`src/rtl/fifo_ctrl_if.sv`:
```
// Handshake/status bundle between a FIFO front-end and its pointer/flag controller.
interface fifo_ctrl_if #(
  parameter int MAIN_QUEUE_SIZE = 3,
  parameter int UMBRAL_W        = 3
);
  logic                       push;
  logic                       pop;
  logic [UMBRAL_W-1:0]        umbral_alto;
  logic [UMBRAL_W-1:0]        umbral_bajo;
  logic                       write;
  logic                       read;
  logic [MAIN_QUEUE_SIZE-1:0] wr_ptr;
  logic [MAIN_QUEUE_SIZE-1:0] rd_ptr;
  logic [MAIN_QUEUE_SIZE-1:0] fifo_count;
  logic                       full;
  logic                       empty;
  logic                       almost_full;
  logic                       almost_empty;
  logic                       valid_out;
  logic                       overflow;
  logic                       underflow;

  modport master (
    output push, pop, umbral_alto, umbral_bajo,
    input  write, read, wr_ptr, rd_ptr, fifo_count,
    input  full, empty, almost_full, almost_empty,
    input  valid_out, overflow, underflow
  );

  modport slave (
    input  push, pop, umbral_alto, umbral_bajo,
    output write, read, wr_ptr, rd_ptr, fifo_count,
    output full, empty, almost_full, almost_empty,
    output valid_out, overflow, underflow
  );
endinterface

```
`src/rtl/fifo_ctrl.sv`:
```
// Pointer/occupancy/flag controller for a zero-filling FIFO RAM buffer.
// FIFO_ERR_FLAGS_EN builds sticky overflow/underflow flags.
module fifo_ctrl #(
  parameter int MAIN_QUEUE_SIZE = 3,
  parameter int UMBRAL_W        = 3
) (
  input  logic        clk,
  input  logic        reset_L,
  fifo_ctrl_if.slave  bus
);
  localparam int AW = MAIN_QUEUE_SIZE;
  localparam int CW = (UMBRAL_W > AW) ? UMBRAL_W : AW;
  // One slot stays free: the RAM zero-fills the slot at wr_ptr when idle.
  localparam logic [AW-1:0] FULL_CNT = '1;

  logic [AW-1:0] wr_ptr_q, wr_ptr_d;
  logic [AW-1:0] rd_ptr_q, rd_ptr_d;
  logic [AW-1:0] cnt_q, cnt_d;
  logic          valid_q, valid_d;
  logic          full, empty;
  logic          pop_ok, push_ok;

  always_comb begin
    empty   = (cnt_q == '0);
    full    = (cnt_q == FULL_CNT);
    pop_ok  = bus.pop & ~empty;
    push_ok = bus.push & (~full | pop_ok);
  end

  always_comb begin
    wr_ptr_d = wr_ptr_q + AW'(push_ok);
    rd_ptr_d = rd_ptr_q + AW'(pop_ok);
    cnt_d    = cnt_q + AW'(push_ok) - AW'(pop_ok);
    valid_d  = pop_ok;
  end

  always_ff @(posedge clk or negedge reset_L) begin
    if (!reset_L) begin
      wr_ptr_q <= '0;
      rd_ptr_q <= '0;
      cnt_q    <= '0;
      valid_q  <= 1'b0;
    end else begin
      wr_ptr_q <= wr_ptr_d;
      rd_ptr_q <= rd_ptr_d;
      cnt_q    <= cnt_d;
      valid_q  <= valid_d;
    end
  end

`ifdef FIFO_ERR_FLAGS_EN
  logic ovf_q, ovf_d;
  logic unf_q, unf_d;

  always_comb begin
    ovf_d = ovf_q | (bus.push & full & ~pop_ok);
    unf_d = unf_q | (bus.pop & empty);
  end

  always_ff @(posedge clk or negedge reset_L) begin
    if (!reset_L) begin
      ovf_q <= 1'b0;
      unf_q <= 1'b0;
    end else begin
      ovf_q <= ovf_d;
      unf_q <= unf_d;
    end
  end

  assign bus.overflow  = ovf_q;
  assign bus.underflow = unf_q;
`else
  assign bus.overflow  = 1'b0;
  assign bus.underflow = 1'b0;
`endif

  assign bus.write        = push_ok;
  assign bus.read         = pop_ok;
  assign bus.wr_ptr       = wr_ptr_q;
  assign bus.rd_ptr       = rd_ptr_q;
  assign bus.fifo_count   = cnt_q;
  assign bus.full         = full;
  assign bus.empty        = empty;
  assign bus.almost_full  = CW'(cnt_q) >= CW'(bus.umbral_alto);
  assign bus.almost_empty = CW'(cnt_q) <= CW'(bus.umbral_bajo);
  assign bus.valid_out    = valid_q;
endmodule

```
`src/flat_wrapper.sv`:
```
// flat-port wrapper written by rule: the top's interface ports become plain ports
module fifo_ctrl_flat 
#(
  parameter int MAIN_QUEUE_SIZE = 3,
  parameter int UMBRAL_W        = 3
)
  (clk, reset_L, bus_push, bus_pop, bus_umbral_alto, bus_umbral_bajo, bus_write, bus_read, bus_wr_ptr, bus_rd_ptr, bus_fifo_count, bus_full, bus_empty, bus_almost_full, bus_almost_empty, bus_valid_out, bus_overflow, bus_underflow);
  fifo_ctrl_if #(.MAIN_QUEUE_SIZE(MAIN_QUEUE_SIZE), .UMBRAL_W(UMBRAL_W)) bus_i ();
  input  logic clk;
  input  logic reset_L;
  input wire logic [$bits(bus_i.push)-1:0] bus_push;
  input wire logic [$bits(bus_i.pop)-1:0] bus_pop;
  input wire logic [$bits(bus_i.umbral_alto)-1:0] bus_umbral_alto;
  input wire logic [$bits(bus_i.umbral_bajo)-1:0] bus_umbral_bajo;
  output wire logic [$bits(bus_i.write)-1:0] bus_write;
  output wire logic [$bits(bus_i.read)-1:0] bus_read;
  output wire logic [$bits(bus_i.wr_ptr)-1:0] bus_wr_ptr;
  output wire logic [$bits(bus_i.rd_ptr)-1:0] bus_rd_ptr;
  output wire logic [$bits(bus_i.fifo_count)-1:0] bus_fifo_count;
  output wire logic [$bits(bus_i.full)-1:0] bus_full;
  output wire logic [$bits(bus_i.empty)-1:0] bus_empty;
  output wire logic [$bits(bus_i.almost_full)-1:0] bus_almost_full;
  output wire logic [$bits(bus_i.almost_empty)-1:0] bus_almost_empty;
  output wire logic [$bits(bus_i.valid_out)-1:0] bus_valid_out;
  output wire logic [$bits(bus_i.overflow)-1:0] bus_overflow;
  output wire logic [$bits(bus_i.underflow)-1:0] bus_underflow;
  assign bus_i.push = bus_push;
  assign bus_i.pop = bus_pop;
  assign bus_i.umbral_alto = bus_umbral_alto;
  assign bus_i.umbral_bajo = bus_umbral_bajo;
  assign bus_write = bus_i.write;
  assign bus_read = bus_i.read;
  assign bus_wr_ptr = bus_i.wr_ptr;
  assign bus_rd_ptr = bus_i.rd_ptr;
  assign bus_fifo_count = bus_i.fifo_count;
  assign bus_full = bus_i.full;
  assign bus_empty = bus_i.empty;
  assign bus_almost_full = bus_i.almost_full;
  assign bus_almost_empty = bus_i.almost_empty;
  assign bus_valid_out = bus_i.valid_out;
  assign bus_overflow = bus_i.overflow;
  assign bus_underflow = bus_i.underflow;
  fifo_ctrl #(.MAIN_QUEUE_SIZE(MAIN_QUEUE_SIZE), .UMBRAL_W(UMBRAL_W)) u_core (.clk(clk), .reset_L(reset_L), .bus(bus_i));
endmodule
```
`config.mk`:
```
export PLATFORM = sky130hd
export DESIGN_NAME = fifo_ctrl_flat
export DESIGN_NICKNAME = d
export VERILOG_FILES = /design/src/rtl/fifo_ctrl_if.sv /design/src/rtl/fifo_ctrl.sv /design/src/flat_wrapper.sv
export SDC_FILE = /design/constraint.sdc
export NUM_CORES = 1
export LEC_CHECK = 0
export ABC_AREA = 1
export BUFFER_PORTS_ARGS = -buffer_cell sky130_fd_sc_hd__buf_2
export CORE_MARGIN = 5
export CORE_UTILIZATION = 31
export CTS_BUF_LIST = sky130_fd_sc_hd__clkbuf_2
export CTS_CLUSTER_SIZE = 16
export DETAILED_ROUTE_END_ITERATION = 16
export PLACE_DENSITY = 0.63
export SYNTH_ARGS = -nofsm -noshare
export SYNTH_HDL_FRONTEND = slang
export SYNTH_SLANG_ARGS = --single-unit
```
`constraint.sdc`:
```
create_clock -name clk -period 2.1 [get_ports clk]
set_input_delay 0.21 -clock clk [delete_from_list [all_inputs] [get_ports clk]]
set_output_delay 0.21 -clock clk [all_outputs]
set_load 0.01 [all_outputs]
```
* After elaboration in Yosys (flattened, before gate mapping) *
Cells that the tools add are included.

storage, ports and cells
  flip-flop bits (word level) = 10
  word-level logic and storage cells = 17

cells by class
  $add $sub $neg = 4
  magnitude comparators = 2
  eq/ne operators = 1
  bitwise gates (word level) = 5
  reductions and logical operators = 1

operators with widths
  operator              count
  $add A3 B1 Y3         3
  $eq A3 B3 Y1 const B  1
  $ge A3 B3 Y1          1
  $le A3 B3 Y1          1
  $logic_not A3 Y1      1
  $sub A3 B1 Y3         1
  $and A1 B1 Y1         2
  $not A1 Y1            2
  $or A1 B1 Y1          1

* Logic depth before layout (Yosys ltp) *
  depth after elaboration = 7
  gate-level depth with buffers = 10
  mapped depth without buffers = 10

* Worst setup path before layout *
OpenSTA, ideal clock, no wires.

  kind = flip-flop to flip-flop
  start = register u_core.cnt_q[1] (netlist: u_core.bus.fifo_count[1])
  end = register u_core.cnt_q[2] (netlist: u_core.bus.fifo_count[2])
  data arrival time = 1.947 ns
  required time = 1.983 ns
  path slack = 0.036 ns
  cell stages (with the launch flop) = 10
  path buffers = 0
  clock period less this slack = 2.064 ns
  cell sequence = dfrtp_1 nor3_2 nor2_1 ha_1 inv_1 ha_1 inv_1 fa_1 nand3_1 nand2_1

on the way
  word-level cells in the longest chain between the ends = 7

ends and longest elaborated chain
  item                       RTL line            source
  start: declaration         fifo_ctrl.sv:18     logic [AW-1:0] cnt_q, cnt_d;
  start signal: assignment   fifo_ctrl.sv:46     cnt_q <= cnt_d;
  $logic_not A3 Y1 *         fifo_ctrl.sv:24     empty = (cnt_q == '0);
  named net bus_empty        flat_wrapper.sv:21  output wire logic [$bits(bus_i.empty)-1:0] bus_empty;
  $not A1 Y1 *               fifo_ctrl.sv:26     pop_ok = bus.pop & ~empty;
  $and A1 B1 Y1 *            fifo_ctrl.sv:26
  named net bus_read         flat_wrapper.sv:16  output wire logic [$bits(bus_i.read)-1:0] bus_read;
  $or A1 B1 Y1               fifo_ctrl.sv:27     push_ok = bus.push & (~full | pop_ok);
  $and A1 B1 Y1              fifo_ctrl.sv:27
  $add A3 B1 Y3              fifo_ctrl.sv:33     cnt_d = cnt_q + AW'(push_ok) - AW'(pop_ok);
  $sub A3 B1 Y3 *            fifo_ctrl.sv:33
  named net u_core.cnt_d[2]  fifo_ctrl.sv:18

The timed path passes the listed nets; every way through them passes the cells marked *.

* Worst setup path after layout *
  start = register u_core.cnt_q[0] (netlist: u_core.bus.fifo_count[0])
  end = register u_core.cnt_q[2] (netlist: u_core.bus.fifo_count[2])

on the way
  word-level cells in the longest chain between the ends = 7

ends and longest elaborated chain
  item                       RTL line
  $logic_not A3 Y1           fifo_ctrl.sv:24
  $not A1 Y1                 fifo_ctrl.sv:26
  $and A1 B1 Y1              fifo_ctrl.sv:26
  $or A1 B1 Y1               fifo_ctrl.sv:27
  $and A1 B1 Y1              fifo_ctrl.sv:27
  $add A3 B1 Y3              fifo_ctrl.sv:33
  $sub A3 B1 Y3 *            fifo_ctrl.sv:33
  named net u_core.cnt_d[2]  fifo_ctrl.sv:18

Marks and branches as above.

==> flow_summary.ini <==
[run_status]
status = complete, no violations

[sta]
max_freq_ghz = 0.524
finClkSkew_ns = 0.00803
worst_hold_slack_ns = 0.213
rsz0062_at_grt = false
layout_setup_ws_ns = 0.191
report.final.setup_viol = 0
finalMaxSlewViolations = 0
final_hold_viol_count = 0
fin_crit_sh_pct = 90.9
fin_tns_setup_ns = 0
period_needed_ns = 1.91

[routing]
wl_um = 1250
drtIter0Drc = 2
post-route-drc-count = 0
drtAntennaViolNets = 0
firstDrtPassIters = 2
num_vias = 502
wl_per_cell_um = 10.3
avgViaCountPerCell = 4.15

[placement]
placed_cells = 116
place_congestion = 0.666
hpwl_um = 1060
portBuffers = 25
dpl_worst_slack_ns = 0.202

[global_route]
grt_pass1_vias = 498
grt_pass1_wl_um = 1990
grt_use_total_pct = 9.87
antenna_found_initial = 0
grt_max_degree = 11
gr-total-overflow = 0

[layout]
fin_nets = 118
diodes = 0
mostFrequentLayoutCells = 25 x buf_2, 15 x inv_1, 12 x ha_1, 10 x dfrtp_1, 7 x nand2_1
multiInputGateArea_um2 = 300
syn_to_final_growth_pct = 29.8
seqCellArea_um2 = 250
drive_gt1_share_pct = 33.0
n_fill_cell = 195
final_common_cell = buf_2
finalNonFillerCells = 121

[pwr]
pwr-share-comb_pct = 55.9
design_power_total_mw = 1.12
p_int_mw = 0.611
power_density_nw_per_um2 = 1390
leakagePower_nw = 0.489
switchingPower_mw = 0.505
p_seq_share_pct = 33.9
vdd_drop_max_uv = 479
swShare_pct = 45.2
power.share.clock_pct = 10.2

[clock_network]
path_clk_slew_ns = 0.11
cts_buffers = 3
cts-resized-gates = 0
ctsHoldBuffers = 1
cts_tree = built
cts_sinks = 10
worstSkewPairLatency_ns = 0.27
postCtsSetupRepairBufs = 0
cts-root-buf = clkbuf_2
htreeDepth = 1
clk_path_buf_depth = 2

[flow_run]
drv_cap = 0

[critical_path]
endpoint = u_core.bus.fifo_count[2]
worstSetupPathType = register to register
required_ns = 2.27
critPathArrivalTime_ns = 2.08
worst_setup_path_end_kind = register
r2r_slack_ns = 0.19
r2r_start = u_core.bus.fifo_count[0]
reg2reg_depth = 9
critical_path.max_fanout = 5
start_kind = register
startpoint = u_core.bus.fifo_count[0]
r2r_end = u_core.bus.fifo_count[2]

[die]
row_count = 16
initial_core_util_pct = 32.2
die_h_um = 54.7
die_w_um = 54.7
ioPinCount = 28
dieArea_um2 = 2990
core_um2 = 1920

[synthesis]
avgSynthCellArea_um2 = 9.66
yosysWarnings = 0
synth_area_um2 = 618
ys_types = 15
ys_seq_elements = 10
postSynthCellCount = 64
seq_area_frac_synth_pct = 40.5

[hold_path]
min_path_type = input pin to register
[per-stage QoR]
| step | cell area (um^2) | util, % |
|---|---|---|
| floorplan | 622 | - |
| global placement | 773 | 40.2 |
| detailed placement | 773 | 40.2 |
| CTS | 802 | 41.7 |
| global route | 802 | 41.7 |
| finish | 802 | 41.7 |
[worst min path at each step]
stage / startpoint / endpoint / slack (ns) / depth (start not counted)
after floorplan: reset_L / u_core.bus.fifo_count[0] / -0.09 / 0
after CTS: bus_pop / u_core.bus.valid_out / 0.21 / 3
after global placement: reset_L / u_core.bus.rd_ptr[1] / 0.08 / 1
after detailed placement: reset_L / u_core.bus.rd_ptr[1] / 0.08 / 1
final: bus_pop / u_core.bus.valid_out / 0.21 / 3
after global routing: bus_pop / u_core.bus.valid_out / 0.20 / 3
[state kept, by name, summed over array words and instances, names as in the netlist]
register	cells
u_core.bus.rd_ptr	3
u_core.bus.valid_out	1
u_core.bus.fifo_count	3
u_core.bus.wr_ptr	3
[critical path: stages, from the launching register on]
cell and delay [ns]:
dfrtp_1 0.45, nor3_2 0.21, nor2_1 0.10, ha_1 0.29, inv_1 0.05, ha_1 0.13
inv_1 0.05, fa_1 0.38, nand3_1 0.10, nand2_1 0.05
[layer usage]
layer	routed length, um	global-route usage [%]	up-vias
li1	-	-	257
met1	514	10.5	227
met2	630	16.1	13
met3	65	2.45	5
met4	40	8.30	0
met5	0	0	-
[synth_stat cells]
library cell,instances,area share [%]
nor3_2,1,1.6
xor2_1,2,2.8
ha_1,12,24
fa_1,1,3.2
nand3_2,1,1.6
nand3b_1,1,1.2
a21oi_1,2,1.6
buf_4,2,2.4
o21ai_1,1,0.81
nand3_1,5,4.0
nor2_1,3,1.8
dfrtp_1,10,40
conb_1,1,0.61
inv_1,15,9.1
nand2_1,7,4.3
[cells by family (layout without fill, tap and decap cells)]
group | after synthesis | in the layout | share of synthesized area, %
other cells | 1 | 2 | 0.607
compound gates | 3 | 3 | 2.43
buf+inv | 17 | 46 | 11.5
xor+xnor | 2 | 2 | 2.83
fa+ha+maj | 13 | 13 | 27.5
simple gates | 18 | 18 | 14.6
flops | 10 | 10 | 40.5
[power groups by stage]
stage                     logic, mW  registers (mW)  clock network (mW)
after floorplan               0.321           0.435                   0
after global placement        0.606           0.377                   0
after detailed placement      0.635           0.384                   0
after CTS                     0.639           0.381               0.113
after global routing          0.729           0.396               0.127
final                         0.623           0.379               0.114
[layout make-up]
type,count,share of cell area [%]
Clock buffer,3,1.87
Clock inverter,1,0.468
Tap cell,27,4.21
Timing Repair Buffer,27,17.8
Inverter,15,7.02
Sequential cell,10,31.2
Multi-Input combinational cell,38,37.4
(Power assumes the default switching activity.)
